File: src/rtl/mem_ctrl_pkg.sv
// Shared types and encodings for the memory access controller.
package mem_ctrl_pkg;

  typedef enum logic [2:0] {
    IDLE  = 3'd0,
    WAIT1 = 3'd1,
    REQ2  = 3'd2,
    WAIT2 = 3'd3,
    DONE  = 3'd4
  } state_e;

  // sizeSrcM (funct3) encodings
  localparam logic [2:0] SZ_LB  = 3'b000;
  localparam logic [2:0] SZ_LH  = 3'b001;
  localparam logic [2:0] SZ_LW  = 3'b010;
  localparam logic [2:0] SZ_LBU = 3'b100;
  localparam logic [2:0] SZ_LHU = 3'b101;

  localparam logic [1:0] ACC_BYTE = 2'b00;
  localparam logic [1:0] ACC_HALF = 2'b01;

  localparam logic [1:0] RESULT_SRC_LOAD = 2'b01;

  // Byte lanes touched by an access of the given width, starting at lane 0.
  function automatic logic [3:0] lane_mask(input logic [1:0] acc);
    case (acc)
      ACC_BYTE: lane_mask = 4'b0001;
      ACC_HALF: lane_mask = 4'b0011;
      default:  lane_mask = 4'b1111;
    endcase
  endfunction

endpackage

File: src/rtl/load_align.sv
// Combinational load path: shifts the (possibly two-word) response down to the
// addressed byte and applies sign or zero extension.
module load_align
  import mem_ctrl_pkg::*;
(
  input  logic [31:0] lo_i,
  input  logic [31:0] hi_i,
  input  logic [1:0]  off_i,
  input  logic [2:0]  size_i,
  output logic [31:0] data_o
);

  logic [7:0]  bytes [8];
  logic [31:0] shifted;
  logic        sign_ext;

  always_comb begin
    for (int k = 0; k < 4; k++) begin
      bytes[k]     = lo_i[8*k +: 8];
      bytes[k + 4] = hi_i[8*k +: 8];
    end
    // hi_i supplies the lanes that spill past the first word on split loads
    for (int k = 0; k < 4; k++) begin
      shifted[8*k +: 8] = bytes[3'(k) + {1'b0, off_i}];
    end
  end

  assign sign_ext = ~size_i[2];

  always_comb begin
    case (size_i[1:0])
      ACC_BYTE: data_o = {{24{sign_ext & shifted[7]}}, shifted[7:0]};
      ACC_HALF: data_o = {{16{sign_ext & shifted[15]}}, shifted[15:0]};
      default:  data_o = shifted;
    endcase
  end

endmodule

File: src/rtl/mem_access_ctrl.sv
// MEM-stage load/store controller bridging the pipeline to a valid/ready bus.
// Define MEM_MISALIGN_SPLIT_EN to split misaligned accesses into two bus beats.
module mem_access_ctrl
  import mem_ctrl_pkg::*;
#(
  parameter int DATA_WIDTH = 32
) (
  input  logic                  clk,
  input  logic                  rst_n,
  input  logic                  MemWriteM,
  input  logic [1:0]            ResultSrcM,
  input  logic [2:0]            sizeSrcM,
  input  logic [DATA_WIDTH-1:0] ALUResultM,
  input  logic [DATA_WIDTH-1:0] WriteDataM,
  output logic                  req_valid,
  output logic                  req_we,
  output logic [DATA_WIDTH-1:0] req_addr,
  output logic [DATA_WIDTH-1:0] req_wdata,
  output logic [3:0]            req_be,
  input  logic                  req_ready,
  input  logic                  rsp_valid,
  input  logic [DATA_WIDTH-1:0] rsp_rdata,
  output logic                  StallM,
  output logic [DATA_WIDTH-1:0] ReadDataM,
  output logic                  MisalignM
);

  state_e      state_q, state_d;
  logic [31:0] rd_q, rd_d;
  logic        mis_q, mis_d;
  logic [31:0] buf_q, buf_d;

  logic        op_present, is_store, is_load, misaligned;
  logic [1:0]  off, acc;
  logic [7:0]  be_span;
  logic [31:0] word_addr, wdata_rep, wdata_first, wdata_second;
  logic [31:0] align_lo, align_hi, align_data;
  logic        valid_c;

  assign is_store   = MemWriteM;
  assign is_load    = ~MemWriteM & (ResultSrcM == RESULT_SRC_LOAD);
  assign op_present = is_store | is_load;
  assign off        = ALUResultM[1:0];
  assign acc        = sizeSrcM[1:0];
  assign word_addr  = {ALUResultM[31:2], 2'b00};

  // Lanes past bit 3 belong to the next word, which is exactly the misaligned case
  assign be_span    = {4'b0000, lane_mask(acc)} << off;
  assign misaligned = |be_span[7:4];

  always_comb begin
    case (acc)
      ACC_BYTE: wdata_rep = {4{WriteDataM[7:0]}};
      ACC_HALF: wdata_rep = {2{WriteDataM[15:0]}};
      default:  wdata_rep = WriteDataM;
    endcase
  end

`ifdef MEM_MISALIGN_SPLIT_EN
  logic [63:0] wdata_shift;
  assign wdata_shift  = {32'h0, WriteDataM} << {off, 3'b000};
  assign wdata_first  = misaligned ? wdata_shift[31:0] : wdata_rep;
  assign wdata_second = wdata_shift[63:32];
`else
  assign wdata_first  = wdata_rep;
  assign wdata_second = wdata_rep;
`endif

  // On the second beat the first word sits in buf_q and the live response is the upper word
  assign align_lo = (state_q == WAIT2) ? buf_q : rsp_rdata;
  assign align_hi = (state_q == WAIT2) ? rsp_rdata : 32'h0;

  load_align u_load_align (
    .lo_i   (align_lo),
    .hi_i   (align_hi),
    .off_i  (off),
    .size_i (sizeSrcM),
    .data_o (align_data)
  );

  always_ff @(posedge clk or negedge rst_n) begin
    if (!rst_n) begin
      state_q <= IDLE;
      rd_q    <= 32'h0;
      mis_q   <= 1'b0;
      buf_q   <= 32'h0;
    end else begin
      state_q <= state_d;
      rd_q    <= rd_d;
      mis_q   <= mis_d;
      buf_q   <= buf_d;
    end
  end

  always_comb begin
    state_d   = state_q;
    rd_d      = rd_q;
    mis_d     = 1'b0;
    buf_d     = buf_q;
    valid_c   = 1'b0;
    req_addr  = word_addr;
    req_be    = be_span[3:0];
    req_wdata = wdata_first;
    case (state_q)
      IDLE: begin
        if (op_present) begin
`ifdef MEM_MISALIGN_SPLIT_EN
          valid_c = 1'b1;
          if (req_ready) state_d = WAIT1;
`else
          if (misaligned) begin
            state_d = DONE;
            mis_d   = 1'b1;
            rd_d    = 32'h0;
          end else begin
            valid_c = 1'b1;
            if (req_ready) state_d = WAIT1;
          end
`endif
        end
      end
      WAIT1: begin
        if (rsp_valid) begin
`ifdef MEM_MISALIGN_SPLIT_EN
          if (misaligned) begin
            buf_d   = rsp_rdata;
            state_d = REQ2;
          end else
`endif
          begin
            state_d = DONE;
            if (is_load) rd_d = align_data;
          end
        end
      end
      REQ2: begin
        valid_c   = 1'b1;
        req_addr  = word_addr + 32'd4;
        req_be    = be_span[7:4];
        req_wdata = wdata_second;
        if (req_ready) state_d = WAIT2;
      end
      WAIT2: begin
        if (rsp_valid) begin
          state_d = DONE;
          if (is_load) rd_d = align_data;
        end
      end
      DONE:    state_d = IDLE;
      default: state_d = IDLE;
    endcase
  end

  // Gating with rst_n keeps the bus quiet while reset is held even if an op is presented
  assign req_valid = valid_c & rst_n;
  assign req_we    = is_store;
  assign StallM    = op_present & (state_q != DONE);
  assign ReadDataM = rd_q;
  assign MisalignM = mis_q;

endmodule

File: config.mk
export PLATFORM = sky130hd
export DESIGN_NAME = mem_access_ctrl
export DESIGN_NICKNAME = d
export VERILOG_FILES = /design/src/rtl/mem_ctrl_pkg.sv /design/src/rtl/load_align.sv /design/src/rtl/mem_access_ctrl.sv
export SDC_FILE = /design/constraint.sdc
export NUM_CORES = 1
export LEC_CHECK = 0
export ABC_AREA = 1
export CAP_MARGIN = 20
export CORE_UTILIZATION = 43
export DETAILED_ROUTE_END_ITERATION = 8
export GPL_TIMING_DRIVEN = 0
export PLACE_DENSITY = 0.83
export SETUP_SLACK_MARGIN = 0.5
export SLEW_MARGIN = 0
export SYNTH_ARGS = -nofsm -noshare
export SYNTH_HDL_FRONTEND = slang
export SYNTH_SLANG_ARGS = --single-unit
File: constraint.sdc
create_clock -name clk -period 3.8 [get_ports clk]
set_input_delay 1.14 -clock clk [delete_from_list [all_inputs] [get_ports clk]]
set_output_delay 1.14 -clock clk [all_outputs]
set_load 0.01 [all_outputs]
Yosys cells after proc, flatten, opt, wreduce, memory -nomap -nowiden
Index checks and enable logic that the tools add are counted.
{ "word_totals": {"regBits": 36, "in_bits": 106, "output_inout_bits": 104, "word_cells": 79} }
{ "classes": {"n_addsub": 4, "n_lt_le_gt_ge": 4, "n_eq_ne": 12, "shift": 1, "n_mux": 36, "n_bitwise": 12, "n_reduce_logical": 7} }
{ "ops": {"columns": ["operator", "n"], "rows": [
  ["2-to-1 mux 32 bit", 7],
  ["one-hot mux 32 bit (2 select lines)", 3],
  ["binary-select mux 8 bit (select 3 bit)", 4],
  ["2-to-1 mux 8 bit", 8],
  ["adder 32 x 3 -> 32 bit, second input constant", 1],
  ["greater-or-equal comparator 4 bit, second input constant", 4],
  ["2-to-1 mux 3 bit", 5],
  ["NOT 3 -> 4 bit", 3],
  ["one-hot mux 3 bit (3 select lines)", 1],
  ["one-hot mux 4 bit (2 select lines)", 1],
  ["left shift 4 x 2 -> 8 bit", 1],
  ["adder 2 x 2 -> 3 bit, first input constant", 2],
  ["== test 3 x 2 -> 1 bit, second input constant", 2],
  ["!= test 2 bit, second input constant", 3],
  ["!= test 3 bit, second input constant", 2],
  ["AND 1 bit", 5],
  ["2-to-1 mux 1 bit", 5],
  ["AND reduction 5 bit", 1],
  ["== test 2 x 1 -> 1 bit, second input constant", 2],
  ["2-to-1 mux 4 bit", 1],
  ["!= test 2 x 1 -> 1 bit, second input constant", 2],
  ["NOT 2 -> 4 bit", 1],
  ["AND reduction 4 bit", 1],
  ["OR reduction 4 bit", 1],
  ["9 further kinds", 10]
]} }

Logic depth before layout (Yosys ltp)
{ "logic_depth": {"depth_word": 10, "mapped_depth": 14, "depth_no_buf": 11} }

Modules after synthesis
A second synthesis with hierarchy kept.
{ "unflattened": {"hier_cells": 946, "area_unflattened_um2": 5251.3} }
{ "modules_own_cells": {"columns": ["mod", "n_inst", "cells_per_inst", "area_each_um2", "seq_area_each_um2"], "rows": [
  ["mem_access_ctrl", 1, 598, 3553.4, 900.9],
  ["load_align", 1, 348, 1697.9, 0.0]
]} }

Worst setup path before layout
No wires, ideal clock.
{ "synth_path": {"path_type": "in2out", "startpoint": "in ALUResultM[0]", "endpoint": "out req_be[0]", "arrival_time_ns": 2.345, "required_time_ns": 2.660, "path_slack_ns": 0.315, "stages": 7, "n_path_buf": 3, "path_cell_list": "buf_2 inv_2 buf_1 ha_1 clkbuf_1 nand2_1 o21ai_0"} }
{ "synth_between": {"elab_chain_len": 2} }
{ "synth_rtl": {"columns": ["item", "line_no", "source"], "rows": [
  ["start: declaration", "mem_access_ctrl.sv:13", "input logic [DATA_WIDTH-1:0] ALUResultM,"],
  ["left shift 4 x 2 -> 8 bit", "mem_access_ctrl.sv:48", "assign be_span = {4'b0000, lane_mask(acc)} << off;"],
  ["2-to-1 mux 4 bit", "mem_access_ctrl.sv:104", "case (state_q)"],
  ["end: declaration", "mem_access_ctrl.sv:19", "output logic [3:0] req_be,"]
]} }
Every way passes these cells.

Final worst setup path
{ "layout_path": {"startpoint": "in ALUResultM[15]", "endpoint": "out req_addr[26]"} }
{ "layout_between": {"elab_chain_len": 2} }
{ "layout_rtl": {"columns": ["item", "line_no", "source"], "rows": [
  ["adder 32 x 3 -> 32 bit", "mem_access_ctrl.sv:138", "req_addr = word_addr + 32'd4;"],
  ["2-to-1 mux 32 bit", "mem_access_ctrl.sv:104", null],
  ["end: declaration", "mem_access_ctrl.sv:17", "output logic [DATA_WIDTH-1:0] req_addr,"]
]} }
Every way passes these cells.

==> impl_metrics.prom <==
# TYPE chip_impl_metric gauge
chip_impl_info{name="outcome",value="finished, violations left"} 1
chip_impl_info{name="violations_in_the_final_reports",value="DRC, setup timing"} 1
chip_impl_metric{name="synthesis.instances",unit=""} 857
chip_impl_metric{name="start_util",unit=""} 0.446
chip_impl_metric{name="synth_cell_types",unit=""} 36
chip_impl_metric{name="placeableCoreArea",unit="µm²"} 10400
chip_impl_info{name="critical_path_class",value="in2out"} 1
chip_impl_metric{name="drtAntennaViolNets",unit=""} 0
chip_impl_info{name="endpoint_kind",value="primary output"} 1
chip_impl_metric{name="finish.utilization",unit=""} 0.770
chip_impl_metric{name="max_cap_violations",unit=""} 0
chip_impl_info{name="tritoncts",value="yes"} 1
chip_impl_info{name="startpoint",value="ALUResultM[15]"} 1
chip_impl_metric{name="max-slew-margin-rel",unit=""} 0.531
chip_impl_metric{name="fillCellCount",unit=""} 792
chip_impl_metric{name="synth_seq_area_share",unit=""} 0.195
chip_impl_metric{name="antenna_violations_before_repair",unit=""} 2
chip_impl_metric{name="clock_sink_count",unit=""} 36
chip_impl_metric{name="post_drt_wl_per_cell",unit="µm"} 21.2
chip_impl_metric{name="clkTransAtPathRegs",unit="ns"} 0.08
chip_impl_metric{name="max_freq",unit="MHz"} 258
chip_impl_info{name="grt_setup_unrepaired",value="yes"} 1
chip_impl_metric{name="syn-mean-instance-area",unit="µm²"} 5.39
chip_impl_metric{name="grt_first_pass_wirelength",unit="µm"} 36200
chip_impl_metric{name="dp_worst_setup_slack",unit="ns"} -1.05
chip_impl_metric{name="ir_worst_vdd",unit="V"} 0.000387
chip_impl_metric{name="detailedRoute.firstPassIterationCount",unit=""} 9
chip_impl_metric{name="max_slew.worst_pin.slew",unit="ns"} 0.697
chip_impl_metric{name="timing_max_transition_violations_final",unit=""} 0
chip_impl_metric{name="ys.warnings.count",unit=""} 0
chip_impl_metric{name="power_density",unit="nW/µm²"} 331
chip_impl_metric{name="drt_first_iter_violations",unit=""} 1142
chip_impl_metric{name="syn2layout_area_growth",unit="%"} 72.7
chip_impl_info{name="clockRootBuffer",value="sky130_fd_sc_hd__clkbuf_8"} 1
chip_impl_metric{name="finalNetCount",unit=""} 1233
chip_impl_info{name="post-synth-top-area-cell",value="sky130_fd_sc_hd__nand2_1"} 1
chip_impl_metric{name="critical_path.max_fanout",unit=""} 3
chip_impl_metric{name="die_width",unit="µm"} 106
chip_impl_metric{name="synth.cell_area",unit="µm²"} 4620
chip_impl_metric{name="tritoncts_buffer_count",unit=""} 5
chip_impl_metric{name="finalWeightedCongestion",unit=""} 1.04
chip_impl_metric{name="dp.final_hpwl",unit="µm"} 15200
chip_impl_metric{name="setup_viol_count_final",unit=""} 2
chip_impl_info{name="start_kind",value="primary input"} 1
chip_impl_metric{name="drive_above_1_share",unit=""} 0.251
chip_impl_info{name="timing.rr.end",value="ReadDataM[0]$_DFFE_PN0P_"} 1
chip_impl_metric{name="clk-insertion-delay-late",unit="ns"} 0.30
chip_impl_metric{name="finalHoldViolations",unit=""} 0
chip_impl_metric{name="fp-row-count",unit=""} 37
chip_impl_metric{name="yosys.area.top_type_share",unit=""} 0.336
chip_impl_metric{name="ys_seq_elements",unit=""} 36
chip_impl_metric{name="post-route-drc-count",unit=""} 50
chip_impl_metric{name="grt_start_max_net_pins",unit=""} 38
chip_impl_metric{name="layout_min_cycle_time",unit="ns"} 3.87
chip_impl_metric{name="gr-usage-all-layers",unit=""} 0.417
chip_impl_metric{name="leakage_component_of_the_power",unit="nW"} 4.13
chip_impl_metric{name="setup.reg_to_reg.worst_slack",unit="ns"} 1.45
chip_impl_info{name="endpoint",value="req_addr[26]"} 1
chip_impl_metric{name="area_enclosed_by_the_die_boundary",unit="µm²"} 11200
chip_impl_metric{name="num_vias",unit=""} 7527
chip_impl_metric{name="die_y",unit="µm"} 106
chip_impl_metric{name="final_period_util",unit=""} 1.02
chip_impl_metric{name="buffer_ports.inserted",unit=""} 207
chip_impl_info{name="timing.rr.start",value="state_q[1]$_DFFE_PN0P_"} 1
chip_impl_metric{name="design.portCount",unit=""} 210
chip_impl_metric{name="ctsHoldBuffers",unit=""} 0
chip_impl_metric{name="globalRoute.totalOverflow",unit=""} 0
chip_impl_metric{name="htree_num_levels",unit=""} 2
chip_impl_info{name="tightest_hold_check_type",value="reg2reg"} 1
chip_impl_metric{name="arrival",unit="ns"} 2.73
chip_impl_metric{name="vias_in_the_first_global_route",unit=""} 6775
chip_impl_metric{name="critPathRequiredTime",unit="ns"} 2.66
chip_impl_metric{name="finalWorstSetupSlack",unit="ns"} -0.0686
chip_impl_metric{name="drt-total-wl",unit="µm"} 26800
chip_impl_metric{name="ctsLongestPathBuffers",unit=""} 2
chip_impl_metric{name="clock_skew",unit="ns"} 0.00417
chip_impl_info{name="synth.area.top_cells",value="sky130_fd_sc_hd__nand2_1, sky130_fd_sc_hd__dfrtp_1, sky130_fd_sc_hd__nand3_1"} 1
chip_impl_metric{name="reg2regPathDepth",unit=""} 8
chip_impl_metric{name="vias_per_cell",unit=""} 5.96
==> Yosys cell counts, drive strengths merged <==
library cell,number
o211ai,8
o21ai,22
nand4,7
dfrtp,36
inv,60
conb,1
clkbuf,19
o22ai,1
xor2,21
ha,3
nand3,120
xnor2,6
nand3b,2
nand2,419
buf,35
or2,1
a22o,2
clkinv,1
a31oi,6
nor3,16
a21oi,22
o31ai,1
nor2,46
o21bai,1
nor4,1
==> metal layers <==
metal  vias to the layer above  wire [µm]  GRT usage
li1                       3242          -          -
met1                      3351       9130      0.501
met2                       670      11200      0.666
met3                       262       3620      0.111
met4                         2       2780      0.243
met5                         -         69          0
==> cell usage in the layout (no fill, tap or decap), drive strengths merged <==
master / n
clkbuf: 28
dlymetal6s2s: 1
o211ai: 8
nand3: 120
nand4: 7
a22o: 2
xor2: 21
o21bai: 1
nor2: 46
inv: 59
clkdlybuf4s50: 102
diode: 2
buf: 150
nand3b: 2
clkinv: 5
clkdlybuf4s15: 6
o22ai: 1
a21oi: 22
o31ai: 1
xnor2: 6
or2: 1
nor4: 1
nor3: 16
o21ai: 22
dfrtp: 36
dlygate4sd2: 31
a31oi: 6
conb: 2
ha: 3
nand2: 419
==> critical path, stage by stage <==
cell and delay [ns]:
sky130_fd_sc_hd__buf_8 0.10, sky130_fd_sc_hd__nand2_4 0.06, sky130_fd_sc_hd__nor2_2 0.42, sky130_fd_sc_hd__nand2_4 0.18, sky130_fd_sc_hd__nor3_4 0.23, sky130_fd_sc_hd__nand2_1 0.10, sky130_fd_sc_hd__nand2_1 0.12, sky130_fd_sc_hd__nand2_1 0.07
sky130_fd_sc_hd__nand2_1 0.07, sky130_fd_sc_hd__nand2_1 0.08, sky130_fd_sc_hd__buf_2 0.15
==> worst min path at each step <==
stage	slack, ns	end	start	cells past startpoint
final	0.48	ReadDataM[24]$_DFFE_PN0P_	ReadDataM[24]$_DFFE_PN0P_	2
after global routing	0.49	ReadDataM[11]$_DFFE_PN0P_	ReadDataM[11]$_DFFE_PN0P_	2
after CTS	0.49	ReadDataM[24]$_DFFE_PN0P_	ReadDataM[24]$_DFFE_PN0P_	2
after detailed placement	0.46	ReadDataM[24]$_DFFE_PN0P_	ReadDataM[24]$_DFFE_PN0P_	2
after global placement	0.46	ReadDataM[20]$_DFFE_PN0P_	ReadDataM[20]$_DFFE_PN0P_	2
after floorplan	0.52	ReadDataM[24]$_DFFE_PN0P_	ReadDataM[24]$_DFFE_PN0P_	2
==> cells by family after synthesis <==
kind of cell | Yosys count | share of synthesized area
AOI/OAI and AO/OA | 63 | 0.0779
adders and majority gates | 3 | 0.00812
xor gates and xnor gates | 27 | 0.0512
and+or+nand+nor | 612 | 0.558
buffers and inverters | 115 | 0.110
other | 1 | 0.000811
DFF | 36 | 0.195
==> power by group <==
part / total, mW / internal (mW) / switching [mW]
registers: 0.647 / 0.544 / 0.103
logic: 1.71 / 0.747 / 0.965
clock network: 0.282 / 0.128 / 0.154
total: 2.64 / 1.42 / 1.22
==> cell type report <==
cell class	count	area, µm²	area share
inverters	61	259	0.0324
flip-flops and latches	36	901	0.113
well taps	136	170	0.0213
multi-input cells	707	3780	0.473
clock buffers	5	68.8	0.00862
clock inverters	3	18.8	0.00235
diodes	2	5.00	0.000627
plain buffers	54	427	0.0534
repair buffers	259	2360	0.295
==> registers in the layout, indices dropped and copies added (netlist names) <==
signal / flops
state_q: 3
MisalignM: 1
ReadDataM: 32
==> metrics by stage <==
| stage | total power, mW | area (µm²) | setup TNS [ns] | hold WS (ns) | instances |
|---|---|---|---|---|---|
| 2_1_floorplan | 1.39 | 4700 | 0 | 0.515 | 858 |
| 3_3_place_gp | 2.15 | 6940 | -38.96 | 0.463 | 1201 |
| 3_5_place_dp | 2.17 | 6940 | -39.05 | 0.464 | 1201 |
| 4_1_cts | 2.50 | 7680 | 0 | 0.486 | 1250 |
| 5_1_grt | 2.79 | 7980 | -0.422 | 0.494 | 1262 |
| 6_report | 2.64 | 7980 | -0.0724 | 0.481 | 1263 |
==> what timing repair did <==
| item | in CTS | in global routing |
|---|---|---|
| setup buffers | 41 | 11 |
| setup endpoints to repair | 92 | 44 |
| gates resized for setup | 495 | 81 |
| pin swaps | 59 | 33 |
(Power assumes the default switching activity.)
